$ cat src/rtl/uart_rx.sv
// uart_rx: 8N1 UART receiver. It pairs with the UART transmitter and uses the same parallel-side
// naming (data / data_en), so a receiver output can drive a transmitter input directly.
// Optional build macro: UART_RX_GLITCH_FILTER_EN. When it is defined, each bit decision is the
// 2-of-3 majority of the synchronised line over the last three clocks. When it is undefined, each
// bit decision is a single sample of the synchronised line. Timing and FSM are identical either way.
module uart_rx #(
    parameter int CLK_FREQ_KHz  = 50000,
    parameter int BAUD_RATE_BPS = 115200
) (
    input  logic       clk,
    input  logic       rst,
    input  logic       rx,
    output logic       data_en,
    output logic [7:0] data,
    output logic       rx_busy,
    output logic       frame_err
);

    localparam int BIT_CLOCKS = (CLK_FREQ_KHz * 1000) / BAUD_RATE_BPS;
    localparam int HALF_BIT   = BIT_CLOCKS / 2;
    localparam int CNT_W      = (BIT_CLOCKS > 2) ? $clog2(BIT_CLOCKS) : 1;

    localparam logic [CNT_W-1:0] BIT_LAST  = CNT_W'(BIT_CLOCKS - 1);
    localparam logic [CNT_W-1:0] HALF_LAST = CNT_W'(HALF_BIT - 1);

    // One-hot state encoding
    localparam logic [4:0] IDLE       = 5'b00001;
    localparam logic [4:0] START_BIT  = 5'b00010;
    localparam logic [4:0] DATA_BITS  = 5'b00100;
    localparam logic [4:0] STOP_BIT   = 5'b01000;
    localparam logic [4:0] BREAK_WAIT = 5'b10000;

    logic             rx_s1;
    logic             rx_s2;
    logic             sample;
    logic [4:0]       state;
    logic [CNT_W-1:0] bit_clk_cnt;
    logic [2:0]       data_bit_cnt;
    logic [7:0]       shift_data;

    // Two-flop synchroniser for the asynchronous serial line (idles high)
    always_ff @(posedge clk) begin
        if (rst) begin
            rx_s1 <= 1'b1;
            rx_s2 <= 1'b1;
        end else begin
            rx_s1 <= rx;
            rx_s2 <= rx_s1;
        end
    end

`ifdef UART_RX_GLITCH_FILTER_EN
    logic [1:0] rx_hist;

    function automatic logic majority3(input logic a, input logic b, input logic c);
        return (a & b) | (a & c) | (b & c);
    endfunction

    // Two previous synchronised values, so a one-clock spike is outvoted
    always_ff @(posedge clk) begin
        if (rst) begin
            rx_hist <= 2'b11;
        end else begin
            rx_hist <= {rx_hist[0], rx_s2};
        end
    end

    assign sample = majority3(rx_s2, rx_hist[0], rx_hist[1]);
`else
    assign sample = rx_s2;
`endif

    assign rx_busy = (state != IDLE);

    // Frame FSM: mid-bit sampling, byte assembly and the single-cycle output strobes
    always_ff @(posedge clk) begin
        if (rst) begin
            state        <= IDLE;
            bit_clk_cnt  <= '0;
            data_bit_cnt <= '0;
            data         <= 8'h00;
            data_en      <= 1'b0;
            frame_err    <= 1'b0;
        end else begin
            data_en   <= 1'b0;
            frame_err <= 1'b0;
            case (state)
                IDLE: begin
                    bit_clk_cnt  <= '0;
                    data_bit_cnt <= '0;
                    if (!rx_s2) begin
                        state <= START_BIT;
                    end
                end
                START_BIT: begin
                    // Half a bit in, re-check the start bit; a high line means a false start
                    if (bit_clk_cnt == HALF_LAST) begin
                        bit_clk_cnt <= '0;
                        state       <= sample ? IDLE : DATA_BITS;
                    end else begin
                        bit_clk_cnt <= bit_clk_cnt + 1'b1;
                    end
                end
                DATA_BITS: begin
                    if (bit_clk_cnt == BIT_LAST) begin
                        bit_clk_cnt <= '0;
                        shift_data  <= {sample, shift_data[7:1]};
                        if (data_bit_cnt == 3'd7) begin
                            data_bit_cnt <= '0;
                            state        <= STOP_BIT;
                        end else begin
                            data_bit_cnt <= data_bit_cnt + 3'd1;
                        end
                    end else begin
                        bit_clk_cnt <= bit_clk_cnt + 1'b1;
                    end
                end
                STOP_BIT: begin
                    // Leaving mid stop bit lets a start edge right after the stop bit be caught
                    if (bit_clk_cnt == BIT_LAST) begin
                        bit_clk_cnt <= '0;
                        if (sample) begin
                            data    <= shift_data;
                            data_en <= 1'b1;
                            state   <= IDLE;
                        end else begin
                            frame_err <= 1'b1;
                            state     <= BREAK_WAIT;
                        end
                    end else begin
                        bit_clk_cnt <= bit_clk_cnt + 1'b1;
                    end
                end
                BREAK_WAIT: begin
                    // A held-low line reports a single frame error, then waits for the line to idle
                    if (rx_s2) begin
                        state <= IDLE;
                    end
                end
                default: begin
                    state <= IDLE;
                end
            endcase
        end
    end

endmodule

$ cat config.mk
export PLATFORM = sky130hd
export DESIGN_NAME = uart_rx
export DESIGN_NICKNAME = d
export VERILOG_FILES = /design/src/rtl/uart_rx.sv
export SDC_FILE = /design/constraint.sdc
export NUM_CORES = 1
export LEC_CHECK = 0
export CAP_MARGIN = 5
export CORE_ASPECT_RATIO = 0.7
export CORE_UTILIZATION = 40
export CTS_CLUSTER_SIZE = 14
export DETAILED_ROUTE_END_ITERATION = 12
export HOLD_SLACK_MARGIN = 0.02
export PLACE_DENSITY = 0.62
export SLEW_MARGIN = 40
export SYNTH_ARGS = -nofsm -noshare
export SYNTH_HDL_FRONTEND = slang
export SYNTH_SLANG_ARGS = --single-unit
$ cat constraint.sdc
create_clock -name clk -period 5.6 [get_ports clk]
set_input_delay 1.12 -clock clk [delete_from_list [all_inputs] [get_ports clk]]
set_output_delay 1.12 -clock clk [all_outputs]
set_load 0.05 [all_outputs]
Word level (Yosys, flattened, before mapping). Cells that the tools add are included.

Equality and inequality tests: 15. Mux-type cells: 17. Divide/modulo/power cells: 0. Bitwise gates (word level): 3. Multiply operators: 0. $add $sub $neg: 2. Reduce and logical (&&, ||, !) cells: 8. $lt $le $gt $ge: 0. Shift-type cells: 0.

Operator list (count): 5-bit two-way mux (7); 9-bit case mux with 3 select lines (1); 5-bit case mux with 5 select lines (1); 9-bit two-way mux (2); 2-bit != test, second input constant (6); 9-bit by 1-bit adder with 9-bit output, second input constant (1); 9-bit by 8-bit == test with 1-bit output, second input constant (1); 9-bit == test, second input constant (1); 3-bit two-way mux (3); 3-bit case mux with 2 select lines (1); 3-bit AND reduction (2); 6-bit AND reduction (1); 5-bit by 1-bit == test with 1-bit output, second input constant (1); 5-bit by 2-bit == test with 1-bit output, second input constant (1); 5-bit by 3-bit == test with 1-bit output, second input constant (1); 5-bit by 4-bit == test with 1-bit output, second input constant (1); 5-bit == test, second input constant (1); 5-bit by 1-bit != test with 1-bit output, second input constant (1); 3-bit by 1-bit adder with 3-bit output, second input constant (1); 3-bit == test, second input constant (1); 1-bit NOT (3); 3-bit nonzero test (1); 3-bit OR reduction (1); 1-bit two-way mux (2); other kinds (3) (3).

Latch bits: 0. Memories kept: 0. Register bits: 37. Memory bits (read-only): 0. Bits of input ports: 3. RAM bits: 0.

Longest topological paths before layout.
Depth after elaboration: 4. Gate-level depth with buffers: 8.

Worst setup path before layout. OpenSTA, ideal clock, no wires.

Path type: register to output. From: register state[2]. To: output rx_busy. Buffers on the path: 1. Setup slack: 2.914 ns. Required time: 4.480 ns. Arrival: 1.566 ns. Cell stages (with the launch flop): 5. Cells stage by stage: dfxtp_1 > clkbuf_1 > or3_1 > nor3b_1 > inv_1.

Word-level cells in the longest chain between the ends: 1.

RTL lines: from (decl) (line 36) `logic [4:0] state;`; from (signal assigned) (line 99) `state <= sample ? IDLE : DATA_BITS;`; 5-bit by 1-bit != test with 1-bit output (line 73) `assign rx_busy = (state != IDLE);`; to (decl) (line 15) `output logic rx_busy,`.

No other way between the ends.

Final worst setup path.
From: register state[1]. To: output rx_busy.

The elaborated chain is that of the path after synthesis.

==> qor.yml <==
die_y_um: 56.7
grt_max_degree: 32
first_global_vias: 1236
endpoint_kind: "primary output"
syn_area_per_cell_um2: 9.82
worst-path-max-fanout: 9
setup_viol: 0
drc: 0
syn_to_final_growth_pct: 14.1
pin_count: 14
cts_buffers: 5
synth-seq-cells: 37
crit_arrival_ps: 2540
fin_setup_tns_ps: 0
placed_cells: 232
stdcell_area_um2: 1950
drive_gt1_share_pct: 11.7
cts_setup_buffers: 0
layout.nets: 195
synth-main-ff-cell: "dfxtp_1"
synth_fp_nets: 182
synth_enable_flop_cells: 8
numClockSinks: 37
antenna_found_initial: 0
async_flop_share_pct: 0
stdcell_count: 240
power.density_nw_per_um2: 290
coreArea_um2: 4020
port_buffers: 13
drv_cap: 0
antenna_left: 0
syn_inst: 174
max_slew_margin_pct: 52.9
min_period_over_period_pct: 65.3
grt_overflow: 0
clockBufferDepth: 2
cts_tree: "built"
rsz0062_at_grt: "no"
post_cts_resized: 0
routed_wl_mm: 3.28
num_vias: 1310
cp-start-kind: "register"
critPathKind: "register to primary output"
place.gp.congestion: 0.784
worst_slack_ps: 1940
row_count: 19
fin_worst_skew_ps: 4.83
diodes: 0
placed_cell_area_um2: 1860
dpl.hpwl_mm: 2.27
fmax_ghz: 0.273
htreeDepth: 2
ys_seq_area_share_pct: 48.0
die-area_um2: 4540
drt_iter0_drc: 132
fp.dieW_um: 80.1
wl_per_cell_um: 13.7
avgViaCountPerCell: 5.46
required_ps: 4480
synth_area_um2: 1710
hold_viol_final: 0
period_minus_slack_ps: 3660
cts_root_buf: "clkbuf_8"
grt_pass1_wl_mm: 5.71
worstHoldPathType: "register to register"
status: "finished clean"
leakage_nw: 0.759
cts_hold_buf: 0
finalMaxSlewViolations: 0
tightestPinTransition_ps: 704
start_util_pct: 42.5
track_usage_pct: 16.6
pre_cts_ws_ps: 2250
dr.pass1.iters: 4
ir_drop_v: 0.000198
clkTransAtPathRegs_ps: 80
yosysWarningCount: 0
clkLatencyLatePin_ps: 290
ys_types: 42
[worst max-delay path, stage by stage, from the launching register on]
cell and delay (ps):
dfxtp_1 390, or3_1 420, nor3b_1 520, inv_1 180, clkdlybuf4s50_1 740
[synthesized netlist by cell type (2+ instances only)]
master / n / area [um2]
a21oi_1: 7 / 35.0
nor4_1: 3 / 18.8
nand3_1: 14 / 70.1
ha_1: 5 / 62.6
nor3_1: 6 / 30.0
nand2_1: 10 / 37.5
nor2_1: 24 / 90.1
dfxtp_1: 29 / 581
buf_6: 3 / 33.8
inv_1: 6 / 22.5
or2_2: 3 / 18.8
nor4b_1: 3 / 26.3
a22o_2: 2 / 20.0
xor2_1: 4 / 35.0
edfxtp_1: 8 / 240
mux2i_1: 8 / 80.1
a221o_1: 6 / 60.1
or3b_2: 2 / 17.5
clkbuf_1: 5 / 18.8
o21ai_0: 4 / 20.0
[per-layer routing]
metal / part of all wire [%] / wire [um] / up-vias / GRT usage (%)
met4: 2.1 / 70 / 0 / 8.42
met1: 52 / 1700 / 619 / 23.5
met3: 5.0 / 163 / 7 / 4.39
met2: 41 / 1350 / 29 / 23.1
li1: - / - / 655 / -
met5: 0 / 0 / - / 0
[registers in the layout, summed over array words and instances (netlist names)]
| signal | cells |
|---|---|
| bit_clk_cnt | 9 |
| data | 8 |
| shift_data | 8 |
| state | 5 |
| data_bit_cnt | 3 |
| data_en | 1 |
| frame_err | 1 |
| rx_s1 | 1 |
| rx_s2 | 1 |
[layout by cell type, fill, tap and decap left out, types with 6 or more instances in the layout]
cell / instances
nor2_1: 24
nand3_1: 14
nor3_1: 6
mux2i_1: 8
a21oi_1: 7
edfxtp_1: 8
dfxtp_1: 29
nand2_1: 10
clkdlybuf4s50_1: 13
inv_1: 6
a221o_1: 6
[cell families (layout without fill, tap and decap cells)]
family                     Yosys count  in the layout  share of synthesized area (%)
AOI/OAI and AO/OA                   27             27                           11.7
xor gates and xnor gates             5              5                           2.56
adders and majority gates            5              5                           3.66
buffers and inverters               14             28                           4.39
DFF                                 37             37                           48.0
muxes                                8              8                           4.69
and+or+nand+nor                     78             78                           25.0
[power by group]
part / leakage [nW] / internal [mW] / switching (mW) / total (mW)
clock: 0.0445 / 0.0882 / 0.101 / 0.190
sequential: 0.306 / 0.277 / 0.0110 / 0.288
combinational: 0.408 / 0.0292 / 0.0597 / 0.0889
total: 0.759 / 0.394 / 0.172 / 0.566
[final timing paths]
check,start,end,slack (ps),depth (start not counted)
hold / removal,rx_s1$_SDFF_PP1_,rx_s2$_SDFF_PP1_,410,1
setup reg to reg,state[2]$_SDFFE_PP0P_,shift_data[1]$_DFFE_PP_,2970,4
setup / recovery,state[1]$_SDFFE_PP0P_,rx_busy,1940,4
hold reg to reg,rx_s1$_SDFF_PP1_,rx_s2$_SDFF_PP1_,410,1
[through the flow]
| stage | power, mW | utilization, % | hold slack [ps] |
|---|---|---|---|
| 2_1_floorplan | 0.363 | - | 389 |
| 3_3_place_gp | 0.379 | 46.3 | 390 |
| 3_5_place_dp | 0.381 | 46.3 | 393 |
| 4_1_cts | 0.570 | 48.5 | 412 |
| 5_1_grt | 0.592 | 48.5 | 438 |
| 6_report | 0.566 | 48.5 | 411 |
[final cells by class]
cell class,instances,area (um2)
inverter,6,22.5
fill,370,2070
multi-input combinational,123,813
sequential,37,821
clock inverter,3,21.3
timing repair buffer,14,138
tap,52,65.1
clock buffer,5,68.8
No activity file was read; power rests on OpenSTA's default activity.
